$ cat src/rtl/hist_bin_accumulator.sv
// hist_bin_accumulator
//   Histogram bin memory. Each rising edge of Memory_add increments bin Addr
//   through a read-modify-write on a single-port, synchronous-read RAM. A host
//   read port and a full-histogram clear sweep share the same RAM port.
//
// Ports
//   clk, rst_n          clock, async active-low reset
//   Addr, Memory_add    increment request (one increment per Memory_add rise)
//   clear               single-cycle request to zero all bins
//   rd_req, rd_addr     host read, accepted only while rd_ready
//   rd_ready            IDLE with no increment or clear pending
//   rd_valid, rd_data   one-cycle read return, 2 cycles after acceptance
//   busy                clear sweep in progress
//   overflow            sticky: a bin saturated since last clear/reset
//   drop_cnt            lost increments, saturating at 255
module hist_bin_accumulator #(
  parameter int BIN_W  = 16,
  parameter int N_BINS = 128
) (
  input  logic             clk,
  input  logic             rst_n,
  input  logic [6:0]       Addr,
  input  logic             Memory_add,
  input  logic             clear,
  input  logic             rd_req,
  input  logic [6:0]       rd_addr,
  output logic             rd_ready,
  output logic             rd_valid,
  output logic [BIN_W-1:0] rd_data,
  output logic             busy,
  output logic             overflow,
  output logic [7:0]       drop_cnt
);

  typedef enum logic [2:0] {
    S_IDLE, S_INC_RD, S_INC_WR, S_HOST_RD, S_HOST_RET, S_CLR
  } state_t;

  typedef struct packed {
    logic       v;
    logic [6:0] a;
  } inc_req_t;

  state_t     state;
  inc_req_t   pend;
  logic       ma_q;
  logic [6:0] inc_a, rd_a_q, clr_a;
  logic       clr_pend;

  logic       rise, accept, drop, pend_v_nxt, clr_pend_nxt;

  logic [BIN_W-1:0] mem [N_BINS];
  logic [BIN_W-1:0] q, ram_wd;
  logic [6:0]       ram_a;
  logic             ram_we;

  // The pending slot frees on the same edge INC_RD consumes it, so a rise
  // landing on that edge is still accepted.
  always_comb begin
    rise         = Memory_add & ~ma_q;
    accept       = rise & (~pend.v | (state == S_INC_RD)) & (state != S_CLR);
    drop         = rise & ~accept;
    pend_v_nxt   = accept | (pend.v & (state != S_INC_RD));
    clr_pend_nxt = (clear | clr_pend) & (state != S_IDLE);
  end

  always_comb begin
    ram_a  = '0;
    ram_we = 1'b0;
    ram_wd = '0;
    case (state)
      S_INC_RD:  ram_a = pend.a;
      S_INC_WR: begin
        ram_a  = inc_a;
        ram_we = 1'b1;
        ram_wd = (&q) ? q : q + 1'b1;   // saturate at all ones
      end
      S_HOST_RD: ram_a = rd_a_q;
      S_CLR: begin
        ram_a  = clr_a;
        ram_we = 1'b1;
      end
      default: ram_a = '0;
    endcase
  end

  always_ff @(posedge clk) begin
    if (ram_we) mem[ram_a] <= ram_wd;
    q <= mem[ram_a];
  end

  always_ff @(posedge clk or negedge rst_n) begin
    if (!rst_n) begin
      state    <= S_IDLE;
      pend     <= '0;
      ma_q     <= 1'b0;
      inc_a    <= '0;
      rd_a_q   <= '0;
      clr_a    <= '0;
      clr_pend <= 1'b0;
      rd_ready <= 1'b0;
      rd_valid <= 1'b0;
      rd_data  <= '0;
      busy     <= 1'b0;
      overflow <= 1'b0;
      drop_cnt <= '0;
    end else begin
      ma_q     <= Memory_add;
      pend.v   <= pend_v_nxt;
      if (accept) pend.a <= Addr;
      clr_pend <= clr_pend_nxt;
      rd_valid <= 1'b0;
      if (drop && drop_cnt != 8'hFF) drop_cnt <= drop_cnt + 8'd1;

      case (state)
        S_IDLE: begin
          if (clear | clr_pend) begin
            state    <= S_CLR;
            busy     <= 1'b1;
            clr_a    <= '0;
            rd_ready <= 1'b0;
          end else if (pend.v) begin
            state    <= S_INC_RD;
            rd_ready <= 1'b0;
          end else if (rd_req & rd_ready & ~rise) begin
            // a same-cycle rise wins; the host must re-request
            state    <= S_HOST_RD;
            rd_a_q   <= rd_addr;
            rd_ready <= 1'b0;
          end else begin
            rd_ready <= ~pend_v_nxt;
          end
        end
        S_INC_RD: begin
          inc_a <= pend.a;
          state <= S_INC_WR;
        end
        S_INC_WR: begin
          if (&q) overflow <= 1'b1;
          state    <= S_IDLE;
          rd_ready <= ~pend_v_nxt & ~clr_pend_nxt;
        end
        S_HOST_RD: state <= S_HOST_RET;
        S_HOST_RET: begin
          rd_data  <= q;
          rd_valid <= 1'b1;
          state    <= S_IDLE;
          rd_ready <= ~pend_v_nxt & ~clr_pend_nxt;
        end
        S_CLR: begin
          clr_a <= clr_a + 7'd1;
          if (clr_a == 7'(N_BINS - 1)) begin
            state    <= S_IDLE;
            busy     <= 1'b0;
            overflow <= 1'b0;
            drop_cnt <= '0;
            rd_ready <= ~pend_v_nxt & ~clr_pend_nxt;
          end
        end
        default: state <= S_IDLE;
      endcase
    end
  end

endmodule
$ cat config.mk
export PLATFORM = sky130hd
export DESIGN_NAME = hist_bin_accumulator
export DESIGN_NICKNAME = d
export VERILOG_FILES = /design/src/rtl/hist_bin_accumulator.sv
export SDC_FILE = /design/constraint.sdc
export NUM_CORES = 2
export LEC_CHECK = 0
export BUFFER_PORTS_ARGS = -buffer_cell sky130_fd_sc_hd__buf_2
export CAP_MARGIN = 20
export CORE_ASPECT_RATIO = 0.6
export CORE_MARGIN = 3
export CORE_UTILIZATION = 40
export CTS_CLUSTER_SIZE = 28
export DETAILED_ROUTE_END_ITERATION = 8
export HOLD_SLACK_MARGIN = 0.08
export PLACE_DENSITY_LB_ADDON = 0.08
export SKIP_CTS_REPAIR_TIMING = 1
export SYNTH_ARGS = -nofsm -noshare
export SYNTH_HDL_FRONTEND = slang
export SYNTH_SLANG_ARGS = --single-unit
$ cat constraint.sdc
create_clock -name clk -period 10.6 [get_ports clk]
set_clock_uncertainty 0.05 [all_clocks]
set_input_delay 2.12 -clock clk [delete_from_list [all_inputs] [get_ports clk]]
set_output_delay 2.12 -clock clk [all_outputs]
set_load 0.01 [all_outputs]
[After elaboration in Yosys (flattened, before gate mapping)]
Memory sizes are Yosys's and may differ from the RTL's. A register that Yosys moved wholly into a read port is not among the register bits.
Cells that the tools add are included.
Storage, ports and cells
  bits in registers: 62
  bits in writable memories: 2048
  input port bits: 19
  output and inout bits: 28
  memories: 1
Operators by class
  add/sub/neg operators: 3
  eq/ne operators: 13
  mux-type cells: 27
  bitwise operators: 19
  reduce and logical (&&, ||, !) cells: 15
Memory list
  mem: words 128, bits a word 16, rd ports 1, clocked after memory_dff 1, write ports 1, RTL line 52  | logic [BIN_W-1:0] mem [N_BINS];
Operators with widths (number)
  16-bit two-way mux: 2
  7-bit case mux with 4 select lines: 1
  8-bit two-way mux: 3
  16-bit by 1-bit adder with 16-bit output (second input constant): 1
  16-bit AND reduction: 1
  7-bit case mux with 2 select lines: 1
  3-bit two-way mux: 4
  3-bit case mux with 4 select lines: 1
  1-bit two-way mux: 11
  1-bit bitwise AND: 9
  8-bit by 1-bit adder with 8-bit output (second input constant): 1
  8-bit inequality test (second input constant): 1
  7-bit by 1-bit adder with 7-bit output (second input constant): 1
  7-bit equality test (second input constant): 1
  7-bit two-way mux: 1
  1-bit inverter: 7
  3-bit by 2-bit equality test with 1-bit output (second input constant): 2
  3-bit equality test (second input constant): 2
  2-bit inequality test (second input constant): 3
  2-bit AND reduction: 3
  3-bit AND reduction: 2
  3-bit nonzero test: 2
  4-bit inequality test (second input constant): 1
  1-bit case mux with 2 select lines: 2
  10 further kinds: 14

[Longest topological paths before layout]
  depth in word-level cells: 10
  gate-level depth with buffers: 15

[Worst setup path before layout]
OpenSTA, ideal clock, no wires.
  kind: flip-flop to flip-flop
  start: register q[3] (read register of mem)
  end: memory mem[0][8] (data pin)
  setup time: 1.230 ns
  data arrival time: 6.996 ns
  required time: 9.320 ns
  setup slack: 2.325 ns
  cell stages (with the launch flop): 8
  path buffers: 1
  cells stage by stage: dfxtp_1 and4_1 and3_1 and4_1 clkbuf_1 nand4_1 and2_1 a211oi_1
Between the ends
  word-level cells in the longest chain between the ends: 3
  elaborated cells on any way between the ends: 4
  those cells by class: 1 x add/sub; 2 x mux; 1 x reduce/logical
RTL lines
  start, declared: RTL line 53  | logic [BIN_W-1:0] q, ram_wd;
  16-bit by 1-bit adder with 16-bit output / 16-bit AND reduction (equally long branches): RTL line 76  | ram_wd = (&q) ? q : q + 1'b1;
  16-bit two-way mux *: RTL line 76
  16-bit two-way mux *: RTL line 71  | case (state)
  via ram_wd[8]: RTL line 53
  end, declared: RTL line 52
Mark *: on every way through the listed nets, which the timed path passes. The rest lies on a longest branch.

[Worst setup path in the final report]
  start: register state[0]
  end: register q[12] (read register of mem)
Between the ends
  word-level cells in the longest chain between the ends: 2
  elaborated cells on any way between the ends: 5
  those cells by class: 4 x eq/ne; 1 x mux
RTL lines
  start, declared: RTL line 44  | state_t state;
  start signal, assigned: RTL line 94  | state <= S_IDLE;
  start signal, assigned: RTL line 118  | state <= S_CLR;
  start signal, assigned: RTL line 123  | state <= S_INC_RD;
  3-bit equality test, or another cell as far along: RTL line 71
  7-bit case mux with 4 select lines *: RTL line 71
Mark *: on every way between the ends. The rest lies on a longest branch, timed or not.
A chain may end at the register's enable or synchronous reset.

==> results.yml <==
outcome:
  status: "completed"
clock_tree:
  cts_sinks: 2126
  clk_latency_ns: 0.85
  path_clk_slew_ns: 0.07
  cts_tree: "built"
  clk_path_buf_depth: 4
  htreeDepth: 4
  cts_root_buffer: "clkbuf_16"
  cts_made_buffers: 205
timing:
  slew_headroom_pct: 16.9
  fin_setup_tns_ns: 0
  period_needed_ns: 6.03
  setup_ws_ns: 4.57
  finalCritPeriodShare_pct: 56.9
  fmax_mhz: 166
  rsz0062_at_grt: "false"
  finalMaxSlewViolations: 0
  worst_hold_slack_ns: 0.452
  tightest_slew_ns: 1.23
  hold_violations: 0
  setup_violations: 0
worst_setup_path:
  required_ns: 11.24
  worstPathArrival_ns: 6.67
  reg2reg_depth: 10
  cp-start-kind: "flop"
  end_kind: "flop"
  timing.rr.start: "state[0]"
  cp_max_fo: 114
  r2r-end: "q[12]"
  reg2reg_slack_ns: 4.57
  criticalPathCategory: "flop to flop"
placed_design:
  dp_slack_ns: 4.66
  io_buffers: 46
  routabilityCongestion: 0.842
  dpl.hpwl_mm: 155
drt:
  wirelength_mm: 262
  viasPerCell: 5.83
  drc: 0
  ant_nets: 0
  routedWlPerCell_um: 32.1
  drt-initial-drc-count: 6230
  routed-via-count: 47557
  firstDrtPassIters: 6
global_route:
  grt_pass1_wl_mm: 364
  overflow: 0
  grt_max_degree: 129
  grtUsageTotal_pct: 24.2
  grt_pass1_vias: 44295
  antenna_found_initial: 26
yosys:
  synth_area_per_cell_um2: 16.4
  ys_seq_area_share_pct: 76.5
  yosys_register_bits: 2126
  ys_warn_count: 0
  ys_types: 66
  synth_area_mm2: 0.0828
  async_flop_share_pct: 2.92
  synthesis.nets: 5065
  synth_edf_count: 2048
  netlist_instances: 5043
  synth_flop_cell: "edfxtp_1"
finish:
  fill_cells: 17701
  multiInputGateArea_mm2: 0.0183
  drive_gt1_share_pct: 13.2
  utilization_pct: 46.0
  area_growth_pct: 13.5
  final_common_cell: "edfxtp_1"
  layout.nets: 5282
  seq_area_mm2: 0.0634
  layout_common_cells: "edfxtp_1 (2048), mux2i_1 (808), nand2_1 (491)"
floorplan:
  die_h_um: 358
  coreArea_mm2: 0.204
  fp.dieArea_mm2: 0.213
  rows: 128
  pin_count: 47
  die_x_um: 593
  initial_core_util_pct: 40.5
power:
  p_leak_nw: 34.6
  totalPowerFinal_w: 0.0261
  power_density_mw_per_mm2: 277
  peakVddDrop_mv: 0.299
min_path:
  hold_start: "rd_data[10]"
  hold_path_end: "rd_data[10]"
  whs_path_depth: 1
  hold_path.class: "flop to flop"
job:
  maxCapViolations: 0
[cells in the mapped netlist, types with 5 or more instances]
library cell	number	share of area (%)
a22oi_1	5	0.045
a21oi_1	69	0.42
o21ai_0	177	1.1
nor3_1	8	0.048
mux2i_1	808	9.8
a32oi_1	34	0.36
a41oi_1	35	0.37
dfxtp_1	16	0.39
nand2b_1	8	0.060
clkbuf_1	82	0.37
buf_6	13	0.18
dfrtp_1	62	1.9
nand2_1	494	2.2
o22a_1	9	0.095
and2_1	12	0.091
nor4_1	20	0.15
and3_1	11	0.083
xor2_1	14	0.15
edfxtp_1	2048	74
o22ai_1	370	2.8
a32o_1	9	0.11
buf_1	24	0.11
mux2_2	36	0.49
nor2_1	166	0.75
buf_2	157	0.95
buf_4	28	0.25
or4_1	18	0.16
o21ai_1	22	0.13
a211oi_1	9	0.082
nor2b_1	5	0.038
o221ai_1	6	0.063
a41o_1	7	0.085
o2111ai_1	9	0.095
nand3_1	120	0.73
nand4_1	31	0.23
a31oi_1	52	0.39
[how the worst max path moves through the flow]
stage	from	endpoint	slack, ns	cells past startpoint
after floorplan	q[3]	mem[0][8]	2.32	7
after global placement	state[0]	q[12]	4.68	10
after detailed placement	state[0]	q[12]	4.66	10
after CTS	state[0]	q[12]	4.62	10
after global routing	state[0]	q[12]	4.31	10
final	state[0]	q[12]	4.57	10
[registers in the layout (all words and copies together) (netlist names)]
| name | cells |
|---|---|
| drop_cnt | 8 |
| inc_a | 7 |
| rd_ready | 1 |
| state | 3 |
| rd_data | 16 |
| clr_a | 7 |
| rd_a_q | 7 |
| pend | 8 |
| mem | 2048 |
| busy | 1 |
| ma_q | 1 |
| clr_pend | 1 |
| rd_valid | 1 |
| overflow | 1 |
| q | 16 |
[layout make-up]
class                      instances  area share, %
multi-input combinational       2610           19.4
antenna                           10         0.0266
timing repair buffer             314           2.69
sequential                      2126           67.4
inverter                           3         0.0120
clock buffer                     266           5.92
tap                             2730           3.63
clock inverter                   100          0.884
[report_power, final]
part	internal [W]	switching, W	total [W]
sequential	0.00978	0.000226	0.0100
clock	0.00402	0.00316	0.00718
combinational	0.00257	0.00631	0.00888
total	0.0164	0.00969	0.0261
[logic make-up (layout without fill, tap and decap cells)]
kind of cell               count (synthesis)  after routing  share of synthesized area [%]
DFF                                     2126           2126                           76.5
and+or+nand+nor                          914            914                           4.81
muxes                                    844            844                           10.3
AOI/OAI and AO/OA                        832            832                           6.33
buffers and inverters                    307            683                           1.87
xor gates and xnor gates                  17             17                          0.180
adders and majority gates                  3              3                         0.0453
other                                      0             10                              0
[per-stage QoR]
| step | cells | instance area [µm²] |
|---|---|---|
| 2_1_floorplan | 5043 | 82800 |
| 3_3_place_gp | 7760 | 87300 |
| 3_5_place_dp | 7771 | 87400 |
| 4_1_cts | 8137 | 93800 |
| 5_1_grt | 8149 | 94000 |
| 6_report | 8159 | 94000 |
[critical path: stages, from the launching register on]
cell     delay (ns)
dfrtp_1        0.88
mux2i_1        0.45
o22a_4         0.74
buf_12         0.60
buf_4          0.74
mux2i_1        0.30
o22ai_1        0.12
nor4_1         0.41
nor4_1         0.18
a21oi_1        0.60
or4b_1         0.50
[metal layers]
metal	vias up	global-route usage [%]	share of wire [%]
met3	286	5.82	9.5
li1	20298	-	-
met1	24934	39.1	48
met2	2037	32.8	40
met5	-	0	0.0038
met4	2	4.44	1.7
(Power assumes the default switching activity.)
